--- src/rtl/wb_pkg.sv ---
// Shared types and constants for the write-back stage: load-size encodings,
// the zero-register index, datapath widths and the stage-register layout.
package wb_pkg;
  localparam int DATA_W = 64;
  localparam int REG_W  = 5;
  localparam int CNT_W  = 32;

  localparam logic [REG_W-1:0] XZR_INDEX = 5'd31;

  typedef enum logic [1:0] {
    LS_BYTE  = 2'b00,
    LS_HALF  = 2'b01,
    LS_WORD  = 2'b10,
    LS_DWORD = 2'b11
  } load_size_e;

  typedef struct packed {
    logic              valid;
    logic              regwrite;
    logic              misalign;
    logic [REG_W-1:0]  rd;
    logic [DATA_W-1:0] data;
  } wb_state_t;
endpackage

--- src/rtl/load_align.sv ---
// Combinational load lane select: picks the little-endian lane at the byte
// offset, sign/zero-extends it, and flags offsets illegal for the access size.
module load_align
  import wb_pkg::*;
(
  input  logic [2:0]        i_offset,
  input  logic [1:0]        i_size,
  input  logic              i_signed,
  input  logic [DATA_W-1:0] i_data,
  output logic [DATA_W-1:0] o_data,
  output logic              o_misalign
);
  logic [DATA_W-1:0] w_shift;
  load_size_e        w_size;

  assign w_size  = load_size_e'(i_size);
  assign w_shift = i_data >> {i_offset, 3'b000};

  always_comb begin
    o_data     = w_shift;
    o_misalign = 1'b0;
    case (w_size)
      LS_BYTE: o_data = {{56{i_signed & w_shift[7]}}, w_shift[7:0]};
      LS_HALF: begin
        o_data     = {{48{i_signed & w_shift[15]}}, w_shift[15:0]};
        o_misalign = i_offset[0];
      end
      LS_WORD: begin
        o_data     = {{32{i_signed & w_shift[31]}}, w_shift[31:0]};
        o_misalign = |i_offset[1:0];
      end
      default: begin
        o_data     = w_shift;
        o_misalign = |i_offset;
      end
    endcase
  end
endmodule

--- src/rtl/write_back_stage.sv ---
// Single-register write-back stage: selects BL/load/ALU data, gates the
// register write, and counts committed writes.
module write_back_stage
  import wb_pkg::*;
(
  input  logic              clock,
  input  logic              reset,
  input  logic              stall,
  input  logic              flush,
  input  logic              mem_valid,
  input  logic              RegWrite_in,
  input  logic              MemtoReg,
  input  logic              Branchlink,
  input  logic [1:0]        load_size,
  input  logic              load_signed,
  input  logic [REG_W-1:0]  rd,
  input  logic [DATA_W-1:0] alu_result,
  input  logic [DATA_W-1:0] mem_read_data,
  input  logic [DATA_W-1:0] PC_branch_link_in,
  output logic [DATA_W-1:0] write_back,
  output logic [REG_W-1:0]  Write_register,
  output logic              RegWrite,
  output logic              wb_valid,
  output logic              misalign,
  output logic [CNT_W-1:0]  retire_count
);
  wb_state_t         r_st;
  wb_state_t         w_next;
  logic [CNT_W-1:0]  r_cnt;
  logic [DATA_W-1:0] w_load_data;
  logic              w_load_misalign;

  load_align u_load_align (
    .i_offset   (alu_result[2:0]),
    .i_size     (load_size),
    .i_signed   (load_signed),
    .i_data     (mem_read_data),
    .o_data     (w_load_data),
    .o_misalign (w_load_misalign)
  );

  // Alignment only matters when the load data is actually selected.
  always_comb begin
    w_next = '0;
    if (mem_valid) begin
      w_next.valid    = 1'b1;
      w_next.rd       = rd;
      w_next.misalign = MemtoReg && !Branchlink && w_load_misalign;
      w_next.regwrite = RegWrite_in && (rd != XZR_INDEX) && !w_next.misalign;
      if (Branchlink)    w_next.data = PC_branch_link_in;
      else if (MemtoReg) w_next.data = w_load_data;
      else               w_next.data = alu_result;
    end
  end

  always_ff @(posedge clock or negedge reset) begin
    if (!reset) begin
      r_st  <= '0;
      r_cnt <= '0;
    end else begin
      if (flush) begin
        r_st.valid    <= 1'b0;
        r_st.regwrite <= 1'b0;
        r_st.misalign <= 1'b0;
      end else if (!stall) begin
        r_st <= w_next;
      end
      if (r_st.regwrite && !stall) r_cnt <= r_cnt + 1'b1;
    end
  end

  assign write_back     = r_st.data;
  assign Write_register = r_st.rd;
  assign RegWrite       = r_st.regwrite;
  assign wb_valid       = r_st.valid;
  assign misalign       = r_st.misalign;
  assign retire_count   = r_cnt;
endmodule

--- config.mk ---
export PLATFORM = sky130hd
export DESIGN_NAME = write_back_stage
export DESIGN_NICKNAME = d
export VERILOG_FILES = /design/src/rtl/wb_pkg.sv /design/src/rtl/load_align.sv /design/src/rtl/write_back_stage.sv
export SDC_FILE = /design/constraint.sdc
export NUM_CORES = 1
export LEC_CHECK = 0
export CAP_MARGIN = 20
export CORE_UTILIZATION = 33
export DETAILED_ROUTE_END_ITERATION = 6
export GPL_ROUTABILITY_DRIVEN = 0
export RECOVER_POWER = 25
export SLEW_MARGIN = 40
export SYNTH_ARGS = -nofsm -noshare
export SYNTH_HDL_FRONTEND = slang
export SYNTH_SLANG_ARGS = --single-unit
--- constraint.sdc ---
create_clock -name clock -period 1.93 [get_ports clock]
set_input_delay 0.2895 -clock clock [delete_from_list [all_inputs] [get_ports clock]]
set_output_delay 0.2895 -clock clock [all_outputs]
set_load 0.005 [all_outputs]
==> metrics, run 1 <==
r2r setup slk=0.13 ns; Clock Sinks=about 100; Starting Density=between 30% and 40%; Antenna Violating Nets Remaining=0; # fillers=between 1500 and 2000; Clock transition at path regs=~0.080 ns; min Tclk post-route=~1.9 ns; share of cells above drive strength 1=between 20 and 25%; drt first pass iters=7; Post-Route Setup TNS=0 ns; number of synthesized flops with an enable pin=0; worst slew pin tran=between 0.8 and 0.9 ns; I/O Buffers=~310; Die Wd=152 µm; synthesized area=roughly 7400 µm²; Slew headroom=a little over two fifths; Storage cell area=around 2600 µm²; hold_ws=around 0.46 ns; Achievable Freq=approximately 520 MHz; initial DRC count=between 600 and 700; core area=22000 µm²; ys async rst share=100%; Worst Setup Start Kind=primary input; vias per cell=around 5.6; fin crit share=between 90% and 100%; # setup viols final=0; syn_nets=1020; CTS tree=built; Max clock buf depth=2; drt total wl=roughly 32 mm; GRT overflow=0; failing checks=design-rule violations; Clock Skews=0.00410 ns; DIE AREA=23100 µm²; Leak=~5.2 nW; post-synthesis sequential area ratio=around a third; syn avg cell area=about 9 µm²; Most used DFF post-synth=dfrtp_1; Synth Area in Simple Gates=approximately 14%; Skew-Pair Late Insertion Delay=approximately 0.36 ns; Worst Setup SP=alu_result[0]; launching point of the worst reg2reg path=retire_count[8]$_DFFE_PN0P_; Yosys reg bits=about 100; pin count of the biggest net entering global routing=between 40 and 50; HP Class=in -> reg; count of cell types in the netlist=63; Max IR drop VDD=317 µV; XOR/XNOR share of the synthesized area=approximately 3.7%; number of H-tree levels=3; P per Cell Area=~560 nW/µm²; mux contribution to synthesized area=13.5%; largest family of logic cells by synthesized area=compound AO/OA/AOI/OAI gates; Residual DRC=64; CTS Buf Count=9; vias in the first global route=approximately 8500; Setup WS post-layout=about 0.014 ns; hpwl dp=between 20 and 30 mm; Final nets=1429; GRT Util Overall=roughly 28%; Slew Viols, Final=0; multi-input logic area=around 4500 µm²; CP endpoint=write_back[37]$_DFFE_PN0P_; die height=approximately 150 µm; worst reg2reg endpoint=retire_count[21]$_DFFE_PN0P_; Cells after Synth=811; Vias=between 8000 and 9000; Max Cap Viol=0; Root Driver=clkbuf_16; yosys warns=0; Top Ports=312; adder-cell area share of the yosys netlist=less than 1%; Worst R2R Path Depth=5; status=complete, but fails checks; Place WS=-0.515 ns; Crit. End Element=register; row cnt=54; Area growth syn-to-layout=67.1%; crit path DAT=about 2.2 ns; Compound-Gate Fraction of Synth Area=about 28%; Final Hold Viols=0; Final Util=between 50% and 60%; wire per inst=between 20 and 25 µm; Worst Path Required=around 2.2 ns; first-pass GRT wire length=between 40 and 50 mm; initial antenna violation count=6; kind of critical path=in -> reg; crit path max fanout=11
## metal layers
layer | up-vias | GRT usage (%) | share of wire, %
met1 | 4060 | 35.5 | 41
li1 | 3923 | - | -
met2 | 383 | 47.4 | 48
met4 | 2 | 10.2 | 2.6
met3 | 48 | 4.59 | 7.6
met5 | - | 0 | 0.040
## power breakdown
group / switching (mW) / internal, mW / total [mW]
registers: 0.153 / 2.39 / 2.54
clock network: 0.868 / 1.04 / 1.90
logic: 1.04 / 1.45 / 2.49
## registers in the layout (all words and copies together), names as in the netlist
name            cells
misalign            1
RegWrite            1
retire_count       32
write_back         64
wb_valid            1
Write_register      5
## per-stage QoR
step	cell area, µm²	std cells	power, mW
final	12400	1508	6.94
after global routing	12400	1507	7.25
after CTS	12300	1500	6.93
after detailed placement	11800	1476	4.95
after global placement	11800	1476	4.93
after floorplan	7430	811	3.44
## cells by family (layout without fill, tap and decap cells)
kind of cell,after synthesis,count (layout)
compound gates,305,305
xor+xnor,31,31
fa+ha+maj,1,1
buf+inv,87,500
flops,104,104
mux,76,76
other cells,0,4
simple gates,207,207
## what timing repair did
item	CTS	global route
pin swaps	1	5
endpoints found under the setup margin	36	46
endpoints found under the hold margin	30	0
gates cloned	2	1
hold buffers	1	0
setup buffers	6	3
resized for setup	12	32
## worst min-delay path by stage
stage / startpoint / end / slack, ns / depth (start not counted)
final: MemtoReg / write_back[47]$_DFFE_PN0P_ / 0.46 / 4
after global routing: MemtoReg / write_back[47]$_DFFE_PN0P_ / 0.48 / 4
after CTS: reset / Write_register[1]$_DFFE_PN0P_ / 0.43 / 2
after detailed placement: reset / Write_register[1]$_DFFE_PN0P_ / 0.26 / 1
after global placement: reset / Write_register[2]$_DFFE_PN0P_ / 0.26 / 1
after floorplan: reset / RegWrite$_DFFE_PN0P_ / -0.006 / 0
## placed cells by master, fill, tap and decap left out, types with 8 or more instances in the layout
master,count
nand2_1,51
clkdlybuf4s50_1,298
a21oi_1,39
a211oi_1,9
o21ai_0,67
o31ai_2,9
o31ai_1,19
nand2b_1,14
buf_4,139
nor2b_1,11
dfrtp_1,104
nand4_1,13
mux4_2,15
nand3_1,14
mux2i_1,43
a22oi_1,49
xnor2_1,24
and3_1,8
o211ai_1,10
buf_12,17
mux2_2,9
a21o_1,14
o22ai_1,32
inv_1,11
clkbuf_16,10
nor2_1,63
## layout make-up
class / count / share of cell area [%]
Tap cell: 280 / 2.82
Clock inverter: 5 / 0.464
Multi-Input combinational cell: 620 / 36.5
Timing Repair Buffer: 473 / 36.9
Sequential cell: 104 / 21.0
Inverter: 12 / 0.363
Clock buffer: 10 / 1.93
Antenna cell: 4 / 0.0807
## critical path, stage by stage
cell and delay, ns:
buf_4 0.21, mux2_4 0.34, o22ai_4 0.20, nor4b_4 0.09, buf_12 0.14, a2111oi_4 0.40
buf_4 0.24, clkbuf_16 0.16, o31ai_2 0.07
## synthesized netlist by cell type, types with 12 or more instances
library cell / number / area [µm²]
o22ai_1: 34 / 213
nand2b_1: 15 / 93.8
a21o_1: 14 / 105
dfrtp_1: 104 / 2600
clkbuf_1: 41 / 154
nor2_1: 65 / 244
mux4_2: 15 / 338
o31ai_1: 25 / 188
a22oi_1: 49 / 368
mux2i_1: 47 / 470
nand3_1: 15 / 75.1
nand2_1: 51 / 191
a2111oi_0: 12 / 105
xnor2_1: 24 / 210
o21ai_0: 67 / 335
buf_2: 18 / 90.1
nand4_1: 13 / 81.3
a21oi_1: 40 / 200
No activity file was read; power rests on OpenSTA's default activity.
==> run 2: changes to the inputs <==
Settings changed: CTS_CLUSTER_DIAMETER from default to 150.
==> results of run 2 <==
No change in the layout: final DEF, timing and power equal those of run 1.
